--- config.mk ---
export PLATFORM = sky130hd
export DESIGN_NAME = rv32m_muldiv_unit_flat
export DESIGN_NICKNAME = d
export VERILOG_FILES = /design/src/rtl/rv32m_muldiv_unit_if.sv /design/src/rtl/rv32m_muldiv_unit.sv /design/src/flat_wrapper.sv
export SDC_FILE = /design/constraint.sdc
export NUM_CORES = 1
export LEC_CHECK = 0
export CAP_MARGIN = 10
export CORE_MARGIN = 2
export CORE_UTILIZATION = 45
export DETAILED_ROUTE_END_ITERATION = 10
export SLEW_MARGIN = 20
export SYNTH_ARGS = -nofsm -noshare
export SYNTH_HDL_FRONTEND = slang
export SYNTH_SLANG_ARGS = --single-unit
--- constraint.sdc ---
create_clock -name CLK -period 6.65 [get_ports CLK]
set_clock_uncertainty 0.05 [all_clocks]
set_input_delay 0.665 -clock CLK [delete_from_list [all_inputs] [get_ports CLK]]
set_output_delay 0.665 -clock CLK [all_outputs]
set_load 0.02 [all_outputs]
--- src/rtl/rv32m_muldiv_unit_if.sv ---
// Operand/result bundle between the control path, register file ports and the RV32M mul/div unit.
interface rv32m_muldiv_unit_if #(
  parameter int XLEN   = 32,
  parameter int REG_AW = 5
);
  logic              START;
  logic [2:0]        FUNCT3;
  logic [XLEN-1:0]   OPERAND_A;
  logic [XLEN-1:0]   OPERAND_B;
  logic [REG_AW-1:0] RD_IN;
  logic              BUSY;
  logic              DONE;
  logic              REG_WRITE;
  logic [REG_AW-1:0] RD_OUT;
  logic [XLEN-1:0]   RESULT;

  modport master (
    output START, FUNCT3, OPERAND_A, OPERAND_B, RD_IN,
    input  BUSY, DONE, REG_WRITE, RD_OUT, RESULT
  );

  modport slave (
    input  START, FUNCT3, OPERAND_A, OPERAND_B, RD_IN,
    output BUSY, DONE, REG_WRITE, RD_OUT, RESULT
  );
endinterface

--- src/rtl/rv32m_muldiv_unit.sv ---
// Iterative RV32M multiply/divide unit: 32-step shift-add multiply, restoring divide.
// Optional macro RV32M_MULDIV_EARLY_EN: zero-operand multiplies and divide special cases finish in one cycle.
module rv32m_muldiv_unit #(
  parameter int XLEN   = 32,
  parameter int REG_AW = 5
) (
  input logic                CLK,
  input logic                RST,
  rv32m_muldiv_unit_if.slave bus
);

  typedef enum logic [1:0] {
    S_IDLE = 2'd0,
    S_CALC = 2'd1,
    S_FIN  = 2'd2
  } state_e;

  state_e              state_q, state_d;
  logic [5:0]          cnt_q, cnt_d;
  logic [2*XLEN-1:0]   acc_q, acc_d;
  logic [2*XLEN-1:0]   opa_q, opa_d;
  logic [XLEN:0]       opb_q, opb_d;
  logic [2:0]          f3_q, f3_d;
  logic                qneg_q, qneg_d;
  logic                rneg_q, rneg_d;
  logic                div0_q, div0_d;
  logic                busy_q, busy_d;
  logic                done_q, done_d;
  logic                wr_q, wr_d;
  logic [REG_AW-1:0]   rd_q, rd_d;
  logic [XLEN-1:0]     result_q, result_d;

  logic                a_sgn_s, b_sgn_s;
  logic [XLEN-1:0]     mag_a_s, mag_b_s;
  logic [2*XLEN-1:0]   mul_acc_s, prod_s;
  logic [XLEN:0]       div_diff_s;
  logic [2*XLEN-1:0]   div_acc_s, iter_acc_s;
  logic [XLEN-1:0]     quo_s, rem_s, final_res_s;

  function automatic logic [31:0] neg_if(input logic cond, input logic [31:0] val);
    return cond ? (32'd0 - val) : val;
  endfunction

  // Operand signedness and divide magnitudes for the op being launched
  always_comb begin
    if (bus.FUNCT3[2]) begin
      a_sgn_s = ~bus.FUNCT3[0] & bus.OPERAND_A[31];
      b_sgn_s = ~bus.FUNCT3[0] & bus.OPERAND_B[31];
    end else begin
      a_sgn_s = (bus.FUNCT3[1:0] != 2'b11) & bus.OPERAND_A[31];
      b_sgn_s = ~bus.FUNCT3[1] & bus.OPERAND_B[31];
    end
    mag_a_s = neg_if(a_sgn_s, bus.OPERAND_A);
    mag_b_s = neg_if(b_sgn_s, bus.OPERAND_B);
  end

`ifdef RV32M_MULDIV_EARLY_EN
  logic            early_s;
  logic [XLEN-1:0] early_res_s;

  // Ops whose result is known without iterating
  always_comb begin
    early_s     = 1'b0;
    early_res_s = 32'd0;
    if (bus.FUNCT3[2]) begin
      if (bus.OPERAND_B == 32'd0) begin
        early_s     = 1'b1;
        early_res_s = bus.FUNCT3[1] ? bus.OPERAND_A : 32'hFFFF_FFFF;
      end else if (~bus.FUNCT3[0] && (bus.OPERAND_A == 32'h8000_0000) &&
                   (bus.OPERAND_B == 32'hFFFF_FFFF)) begin
        early_s     = 1'b1;
        early_res_s = bus.FUNCT3[1] ? 32'd0 : 32'h8000_0000;
      end else begin
        early_s     = 1'b0;
      end
    end else begin
      early_s = (bus.OPERAND_A == 32'd0) || (bus.OPERAND_B == 32'd0);
    end
  end
`endif

  // One multiply or divide step, plus the final result as it would look after that step.
  // opb bit 32 carries the multiplier sign weight -2^32, applied as a final subtraction.
  always_comb begin
    mul_acc_s  = opb_q[0] ? (acc_q + opa_q) : acc_q;
    prod_s     = mul_acc_s - (opb_q[1] ? {opa_q[2*XLEN-2:0], 1'b0} : 64'd0);
    div_diff_s = acc_q[2*XLEN-1:XLEN-1] - {1'b0, opa_q[XLEN-1:0]};
    if (div_diff_s[XLEN]) begin
      div_acc_s = {acc_q[2*XLEN-2:0], 1'b0};
    end else begin
      div_acc_s = {div_diff_s[XLEN-1:0], acc_q[XLEN-2:0], 1'b1};
    end
    iter_acc_s = f3_q[2] ? div_acc_s : mul_acc_s;
    quo_s      = div0_q ? 32'hFFFF_FFFF : neg_if(qneg_q, div_acc_s[XLEN-1:0]);
    rem_s      = neg_if(rneg_q, div_acc_s[2*XLEN-1:XLEN]);
    if (f3_q[2]) begin
      final_res_s = f3_q[1] ? rem_s : quo_s;
    end else begin
      final_res_s = (f3_q[1:0] == 2'b00) ? prod_s[XLEN-1:0] : prod_s[2*XLEN-1:XLEN];
    end
  end

  // Next-state and output logic
  always_comb begin
    state_d  = state_q;
    cnt_d    = cnt_q;
    acc_d    = acc_q;
    opa_d    = opa_q;
    opb_d    = opb_q;
    f3_d     = f3_q;
    qneg_d   = qneg_q;
    rneg_d   = rneg_q;
    div0_d   = div0_q;
    rd_d     = rd_q;
    result_d = result_q;
    case (state_q)
      S_IDLE: begin
        if (bus.START) begin
          f3_d   = bus.FUNCT3;
          rd_d   = bus.RD_IN;
          cnt_d  = 6'd32;
          qneg_d = a_sgn_s ^ b_sgn_s;
          rneg_d = a_sgn_s;
          div0_d = (bus.OPERAND_B == 32'd0);
          if (bus.FUNCT3[2]) begin
            acc_d = {32'd0, mag_a_s};
            opa_d = {32'd0, mag_b_s};
            opb_d = 33'd0;
          end else begin
            acc_d = 64'd0;
            opa_d = {{32{a_sgn_s}}, bus.OPERAND_A};
            opb_d = {b_sgn_s, bus.OPERAND_B};
          end
`ifdef RV32M_MULDIV_EARLY_EN
          if (early_s) begin
            state_d  = S_FIN;
            result_d = early_res_s;
          end else begin
            state_d  = S_CALC;
          end
`else
          state_d = S_CALC;
`endif
        end else begin
          state_d = S_IDLE;
        end
      end
      S_CALC: begin
        cnt_d = cnt_q - 6'd1;
        acc_d = iter_acc_s;
        if (!f3_q[2]) begin
          opa_d = {opa_q[2*XLEN-2:0], 1'b0};
          opb_d = {1'b0, opb_q[XLEN:1]};
        end else begin
          opa_d = opa_q;
        end
        if (cnt_q == 6'd1) begin
          state_d  = S_FIN;
          result_d = final_res_s;
        end else begin
          state_d = S_CALC;
        end
      end
      S_FIN: begin
        state_d = S_IDLE;
      end
      default: begin
        state_d = S_IDLE;
      end
    endcase
    busy_d = (state_d != S_IDLE);
    done_d = (state_d == S_FIN);
    wr_d   = done_d && (rd_d != {REG_AW{1'b0}});
  end

  // State and output registers, synchronous active-low reset
  always_ff @(posedge CLK) begin
    if (!RST) begin
      state_q  <= S_IDLE;
      cnt_q    <= 6'd0;
      acc_q    <= 64'd0;
      opa_q    <= 64'd0;
      opb_q    <= 33'd0;
      f3_q     <= 3'd0;
      qneg_q   <= 1'b0;
      rneg_q   <= 1'b0;
      div0_q   <= 1'b0;
      busy_q   <= 1'b0;
      done_q   <= 1'b0;
      wr_q     <= 1'b0;
      rd_q     <= {REG_AW{1'b0}};
      result_q <= 32'd0;
    end else begin
      state_q  <= state_d;
      cnt_q    <= cnt_d;
      acc_q    <= acc_d;
      opa_q    <= opa_d;
      opb_q    <= opb_d;
      f3_q     <= f3_d;
      qneg_q   <= qneg_d;
      rneg_q   <= rneg_d;
      div0_q   <= div0_d;
      busy_q   <= busy_d;
      done_q   <= done_d;
      wr_q     <= wr_d;
      rd_q     <= rd_d;
      result_q <= result_d;
    end
  end

  assign bus.BUSY      = busy_q;
  assign bus.DONE      = done_q;
  assign bus.REG_WRITE = wr_q;
  assign bus.RD_OUT    = rd_q;
  assign bus.RESULT    = result_q;

endmodule

--- src/flat_wrapper.sv ---
// flat-port wrapper written by rule: the top's interface ports become plain ports
module rv32m_muldiv_unit_flat 
#(
  parameter int XLEN   = 32,
  parameter int REG_AW = 5
)
  (CLK, RST, bus_START, bus_FUNCT3, bus_OPERAND_A, bus_OPERAND_B, bus_RD_IN, bus_BUSY, bus_DONE, bus_REG_WRITE, bus_RD_OUT, bus_RESULT);
  rv32m_muldiv_unit_if #(.XLEN(XLEN), .REG_AW(REG_AW)) bus_i ();
  input logic CLK;
  input logic RST;
  input wire logic [$bits(bus_i.START)-1:0] bus_START;
  input wire logic [$bits(bus_i.FUNCT3)-1:0] bus_FUNCT3;
  input wire logic [$bits(bus_i.OPERAND_A)-1:0] bus_OPERAND_A;
  input wire logic [$bits(bus_i.OPERAND_B)-1:0] bus_OPERAND_B;
  input wire logic [$bits(bus_i.RD_IN)-1:0] bus_RD_IN;
  output wire logic [$bits(bus_i.BUSY)-1:0] bus_BUSY;
  output wire logic [$bits(bus_i.DONE)-1:0] bus_DONE;
  output wire logic [$bits(bus_i.REG_WRITE)-1:0] bus_REG_WRITE;
  output wire logic [$bits(bus_i.RD_OUT)-1:0] bus_RD_OUT;
  output wire logic [$bits(bus_i.RESULT)-1:0] bus_RESULT;
  assign bus_i.START = bus_START;
  assign bus_i.FUNCT3 = bus_FUNCT3;
  assign bus_i.OPERAND_A = bus_OPERAND_A;
  assign bus_i.OPERAND_B = bus_OPERAND_B;
  assign bus_i.RD_IN = bus_RD_IN;
  assign bus_BUSY = bus_i.BUSY;
  assign bus_DONE = bus_i.DONE;
  assign bus_REG_WRITE = bus_i.REG_WRITE;
  assign bus_RD_OUT = bus_i.RD_OUT;
  assign bus_RESULT = bus_i.RESULT;
  rv32m_muldiv_unit #(.XLEN(XLEN), .REG_AW(REG_AW)) u_core (.CLK(CLK), .RST(RST), .bus(bus_i));
endmodule
==> results of run 1 <==
-- cells in the mapped netlist (all sizes together), types with 10 or more instances --
cell    instances
a211oi        144
a21o           98
a21oi         365
a221o          14
a221oi         20
a311oi         18
a31o           10
a31oi          32
and2           21
and3           24
buf            36
clkbuf        185
dfxtp         215
ha            163
inv           102
mux2           57
mux2i          56
nand2         342
nand2b         32
nand3          61
nand4          34
nor2          279
nor2b          25
nor3           66
nor3b          29
nor4           27
o211ai         36
o21a           24
o21ai         271
o21bai         37
o221ai         16
o22ai          12
o31ai          49
o41ai          13
or2            15
or3            26
or4            17
xnor2         147
xor2           93
-- registers in the layout, indices dropped and copies added (netlist names) --
| signal | flops |
|---|---|
| u_core.rneg_q | 1 |
| u_core.div0_q | 1 |
| u_core.bus.RD_OUT | 5 |
| u_core.f3_q | 3 |
| u_core.bus.BUSY | 1 |
| u_core.bus.REG_WRITE | 1 |
| u_core.cnt_q | 6 |
| u_core.opa_q | 64 |
| u_core.bus.RESULT | 32 |
| u_core.bus.DONE | 1 |
| u_core.qneg_q | 1 |
| u_core.acc_q | 64 |
| u_core.opb_q | 33 |
| u_core.state_q | 2 |
-- metal layers --
| metal | share of wire | track usage | up-vias |
|---|---|---|---|
| met3 | 0.083 | 0.0692 | 364 |
| met4 | 0.085 | 0.290 | 2 |
| met5 | 0.000097 | 0 | - |
| li1 | - | - | 12366 |
| met2 | 0.44 | 0.653 | 1421 |
| met1 | 0.39 | 0.485 | 12867 |
-- kinds of logic after synthesis --
family                   share of synthesized area
flip-flops                                   0.181
XOR/XNOR                                    0.0884
adder cells (fa/ha/maj)                     0.0883
multiplexers                                0.0505
AO/OA/AOI/OAI                                0.340
AND/OR/NAND/NOR                              0.199
buffers and inverters                       0.0523
-- what timing repair did --
item | CTS | global route
endpoints found under the hold margin | 0 | 0
setup endpoints to repair | 1 | 18
gates resized for setup | 1 | 16
-- worst max path at each step --
stage	endpoint	slack, ns
6_report	u_core.bus.RESULT[26]$_SDFFE_PN0P_	0.30
5_1_grt	u_core.bus.RESULT[26]$_SDFFE_PN0P_	-0.03
4_1_cts	u_core.bus.RESULT[26]$_SDFFE_PN0P_	0.01
3_5_place_dp	u_core.bus.RESULT[31]$_SDFFE_PN0P_	0.05
3_3_place_gp	u_core.bus.RESULT[31]$_SDFFE_PN0P_	0.01
2_1_floorplan	u_core.bus.RESULT[26]$_SDFFE_PN0P_	1.06
-- stage by stage --
stage	hold slack [ns]	setup WS, ns
floorplan	0.395	1.06
global placement	0.408	0.0108
detailed placement	0.416	0.0468
CTS	0.425	0.0128
global route	0.457	-0.0279
finish	0.426	0.298
-- power groups by stage --
stage	sequential [mW]	clock, mW	combinational (mW)
after floorplan	1.58	0	3.03
after global placement	1.63	0	4.61
after CTS	1.60	1.77	4.64
after detailed placement	1.63	0	4.61
final	1.61	1.77	4.82
after global routing	1.62	1.83	5.10
-- worst max-delay path, delay by kind of cell (launching register included) --
family	cells	cell delay, ns
muxes	1	0.31
DFF	1	0.54
and+or+nand+nor	4	0.58
AOI/OAI and AO/OA	13	3.46
xor gates and xnor gates	2	0.36
buffers and inverters	1	0.17
adders and majority gates	2	0.78
-- area by class of cell --
type / instances / area [sq um] / share of cell area
antenna: 3 / 7.51 / 0.000280
clock buffer: 39 / 833 / 0.0310
clock inverter: 12 / 194 / 0.00722
inverter: 104 / 393 / 0.0146
multi-input combinational: 2780 / 18300 / 0.683
sequential: 215 / 4310 / 0.160
tap: 688 / 861 / 0.0321
timing repair buffer: 218 / 1910 / 0.0713
==> impl_metrics.ini, run 1 <==
[power]
seq_power_share = 0.197
p_sw_mw = 3.99
finalPower_mw = 8.20
ir_drop_uv = 206
p_int_mw = 4.21
p_clk_frac = 0.216
comb_power_share = 0.587
p_leak_nw = 10.9
p_per_area_nw_per_um2 = 305
swShare = 0.487

[timing]
fin_crit_ns = 6.35
fmax_mhz = 157
rsz0062_at_grt = true
max-slew-margin-rel = 0.220
setup_violations = 0
final_max_slew_viol_count = 0
fin_crit_sh = 0.955
report.final.hold_viol_count = 0
worstMarginPinSlew_ns = 1.16
fin_tns_setup_ns = 0

[logic_synthesis]
synth_top_area_frac = 0.181
yosys_register_bits = 215
syn_avg_cell_area_sq_um = 7.17
synth_cell_types = 94
ys_async_sr_fraction = 0
syn-cell-area_sq_um = 23800
syn_nets = 3561
synthTopCellsByArea = dfxtp_1 (18%), ha_1 (8.6%), a21oi_1 (7.7%)
ys_seq_area_frac = 0.181
yosys.area.top_type = dfxtp_1
synth_edf_count = 0
synthFlopType = dfxtp_1
synth_cells = 3320
yosys_warnings = 0

[critical_path]
crit_required_ns = 7.11
critical_path.slowest_cell = dfxtp_1
rr_endpoint = u_core.bus.RESULT[26]$_SDFFE_PN0P_
worst-path-max-fanout = 7
r2r_start = u_core.opa_q[9]$_SDFFE_PN0P_
path_class = flip-flop to flip-flop
max_stage_delay_ns = 0.54
cp-end-kind = flip-flop
r2r_slack_ns = 0.30
crit_start = u_core.opa_q[9]$_SDFFE_PN0P_
r2r_cells = 23
path_cells = ha_1 -> a21oi_1 -> nand2_1 -> a211oi_4 -> a2111oi_2 -> buf_4 -> o211ai_1 -> nand2b_1 -> xor2_1 -> mux2_2 -> ha_1 -> a21o_1 -> a21o_1 -> a21o_1 -> a311o_1 -> a221o_1 -> a221oi_1 -> and2_1 -> o21ai_0 -> a311oi_1 -> xnor2_1 -> nor2_1 -> o31ai_1
cp_common_cell = a21o_1
crit_path_start_kind = flip-flop
critPathArrivalTime_ns = 6.82

[hold_path]
holdPathEnd = u_core.f3_q[0]$_SDFFE_PN0P_
worstHoldStart = u_core.f3_q[0]$_SDFFE_PN0P_
hold_path_depth = 2
hp-class = flip-flop to flip-flop

[global_routing]
grt_start_max_net_pins = 109
overflow = 0
track_usage = 0.404
antenna_found_initial = 4
grt_pass1_vias = 25304
grt_pass1_wl_um = 165000

[drt]
dr_total_vias = 27020
drt-pass1-iter-count = 8
drt_iter0_markers = 2703
wl_um = 113000
routed_via_density = 6.66
wl_per_cell_um = 27.9
drc = 0
detail-route-antenna-nets = 0

[place]
placedCellCount = 4005
place_area_sq_um = 25700
routabilityCongestion = 1.01
dp_hpwl_um = 89200
io_buffer_count = 114

[layout]
final_core_util = 0.512
area.growth.synth_to_final_pct = 12.9
final_cell_area_sq_um = 26900
final_common_cell = a21oi_1
layout_common_cells = a21oi_1 (361), nand2_1 (341), nor2_1 (277), o21ai_0 (259), dfxtp_1 (212)
n_fill_cell = 5253
stdcell_count = 4059
drive_above_1_share = 0.0819
layout.nets = 3589

[clock_network]
cts-buffers-inserted = 29
post_cts_buffers = 0
hold_buffers = 0
h-tree-depth = 1
cts.sinks = 215
cts_tree = built
cts-root-buf = clkbuf_16
cts_max_path_buffers = 3
clk_pin_slew_ns = 0.06
insertion_delay_ns = 0.61

[run]
max-cap-violations = 0

[run_status]
status = finished clean

[floorplanning]
rows = 84
ioPinCount = 115
die_area_sq_um = 54700
initial_utilization = 0.454
die_y_um = 234
die_x_um = 234
coreArea_sq_um = 52400
Note: power is estimated with default switching activity, not from simulation.
==> run 2, diff against run 1 <==
Settings changed: CTS_CLUSTER_DIAMETER from default to 40.
==> impl_metrics.ini, run 2 (synthesis results as in run 1) <==
[power]
p_per_area_nw_per_um2 = 333
ir_drop_uv = 221
p_leak_nw = 11.2

[global_routing]
grt_pass1_wl_um = 166000
grt_pass1_vias = 25655
grt_start_max_net_pins = 109
track_usage = 0.406
overflow = 0
antenna_found_initial = 5

[floorplanning]
rows = 84
ioPinCount = 115
die_y_um = 234
initial_utilization = 0.454
die_x_um = 234
die_area_sq_um = 54700
coreArea_sq_um = 52400

[timing]
fmax_mhz = 157
max-slew-margin-rel = 0.181
setup_violations = 0
worstMarginPinSlew_ns = 1.22
rsz0062_at_grt = false
fin_tns_setup_ns = 0
fin_crit_sh = 0.960
final_max_slew_viol_count = 0
holdWs_ns = 0.424
report.final.hold_viol_count = 0
fin_crit_ns = 6.38

[drt]
drc = 0
detail-route-antenna-nets = 0
routed_via_density = 6.65
wl_um = 114000
drt_iter0_markers = 2676
wl_per_cell_um = 27.7
drt-pass1-iter-count = 6
dr_total_vias = 27284

[critical_path]
path_delay_family = compound AO/OA/AOI/OAI gates
path_class = flip-flop to flip-flop
r2r_cells = 25
crit_buf_inv = 1
max_stage_delay_ns = 0.66
cp_common_cell = a21oi_1
critPathArrivalTime_ns = 6.81
crit_path_start_kind = flip-flop
critical_path.slowest_cell = o41ai_1
crit_required_ns = 7.08
cp.depth = 25
worst-path-max-fanout = 9
cp-end-kind = flip-flop

[run]
max-cap-violations = 0

[clock_network]
cts-buffers-inserted = 53
cts.sinks = 215
clk_pin_slew_ns = 0.05
cts_max_path_buffers = 3
insertion_delay_ns = 0.63
hold_buffers = 0
h-tree-depth = 2
cts-root-buf = clkbuf_16
cts_tree = built

[layout]
final_core_util = 0.529
n_fill_cell = 5170
final_common_cell = a21oi_1
final_cell_area_sq_um = 27700
reg.largest.list = u_core.acc_q x64, u_core.opa_q x64, u_core.opb_q x33
area.growth.synth_to_final_pct = 16.5
drive_above_1_share = 0.0955
layout.nets = 3613
layout_common_cells = a21oi_1 (361), nand2_1 (341), nor2_1 (277), o21ai_0 (259), dfxtp_1 (211)

[place]
dp_hpwl_um = 89200
io_buffer_count = 114
routabilityCongestion = 1.01
place_area_sq_um = 25700

[hold_path]
hold_path_depth = 2
hp-class = flip-flop to flip-flop

[run_status]
status = finished clean
run 2: changes by cell type in the layout (fill, tap and decap cells not counted), sizes merged:
cell	before	now
clkbuf	39	61
clkinv	5	15
inv	104	111
clkinvlp	2	8
bufinv	5	7
diode	3	2
run 2: worst paths after layout:
| kind | start | slack (ns) | to |
|---|---|---|---|
| max | u_core.acc_q[34]$_SDFFE_PN0P_ | 0.27 | u_core.bus.RESULT[31]$_SDFFE_PN0P_ |
| min | u_core.bus.RD_OUT[0]$_SDFF_PN0_ | 0.42 | u_core.bus.RD_OUT[0]$_SDFF_PN0_ |
| max reg2reg | u_core.acc_q[34]$_SDFFE_PN0P_ | 0.27 | u_core.bus.RESULT[31]$_SDFFE_PN0P_ |
| min reg2reg | u_core.bus.RD_OUT[0]$_SDFF_PN0_ | 0.42 | u_core.bus.RD_OUT[0]$_SDFF_PN0_ |
run 2: routing by layer:
| layer | global-route usage | routed length [um] | vias up |
|---|---|---|---|
| li1 | - | - | 12441 |
| met4 | 0.296 | 9350 | 6 |
| met3 | 0.0759 | 9100 | 358 |
| met2 | 0.657 | 51000 | 1417 |
| met1 | 0.482 | 44300 | 13062 |
| met5 | 0 | 34 | - |
run 2: power by group:
part           leakage [nW]  internal, mW  switching (mW)
clock network         0.898          1.82           0.973
logic                  8.58          1.71            3.10
registers              1.77          1.43           0.182
total                  11.2          4.96            4.26
run 2: repair_timing:
action / 4_1_cts / 5_1_grt
endpoints found under the setup margin: 2 / 19
buffers inserted: 0 / 0
gates resized for setup: 2 / 18
run 2: per-stage QoR:
| step | setup WS, ns | power (mW) | cells |
|---|---|---|---|
| finish | 0.269 | 9.22 | 4105 |
| global route | 0.00459 | 9.58 | 4103 |
| CTS | 0.0947 | 9.05 | 4103 |
| global placement | 0.0108 | 6.23 | 4005 |
| detailed placement | 0.0468 | 6.24 | 4005 |
| floorplan | 1.06 | 4.61 | 3320 |
run 2: layout make-up:
class                           instances  area [sq um]  area share
Clock inverter                         37           473      0.0171
Inverter                              104           393      0.0142
Antenna cell                            2          5.00    0.000181
Tap cell                              688           861      0.0310
Clock buffer                           61          1420      0.0511
Multi-Input combinational cell       2780         18400       0.662
Sequential cell                       215          4310       0.155
Timing Repair Buffer                  218          1910      0.0690
run 2: worst min-delay path, cell delays in order, from the launching register on:
cell and delay (ns):
dfxtp_1 0.31, nand2_1 0.05, a21oi_1 0.05
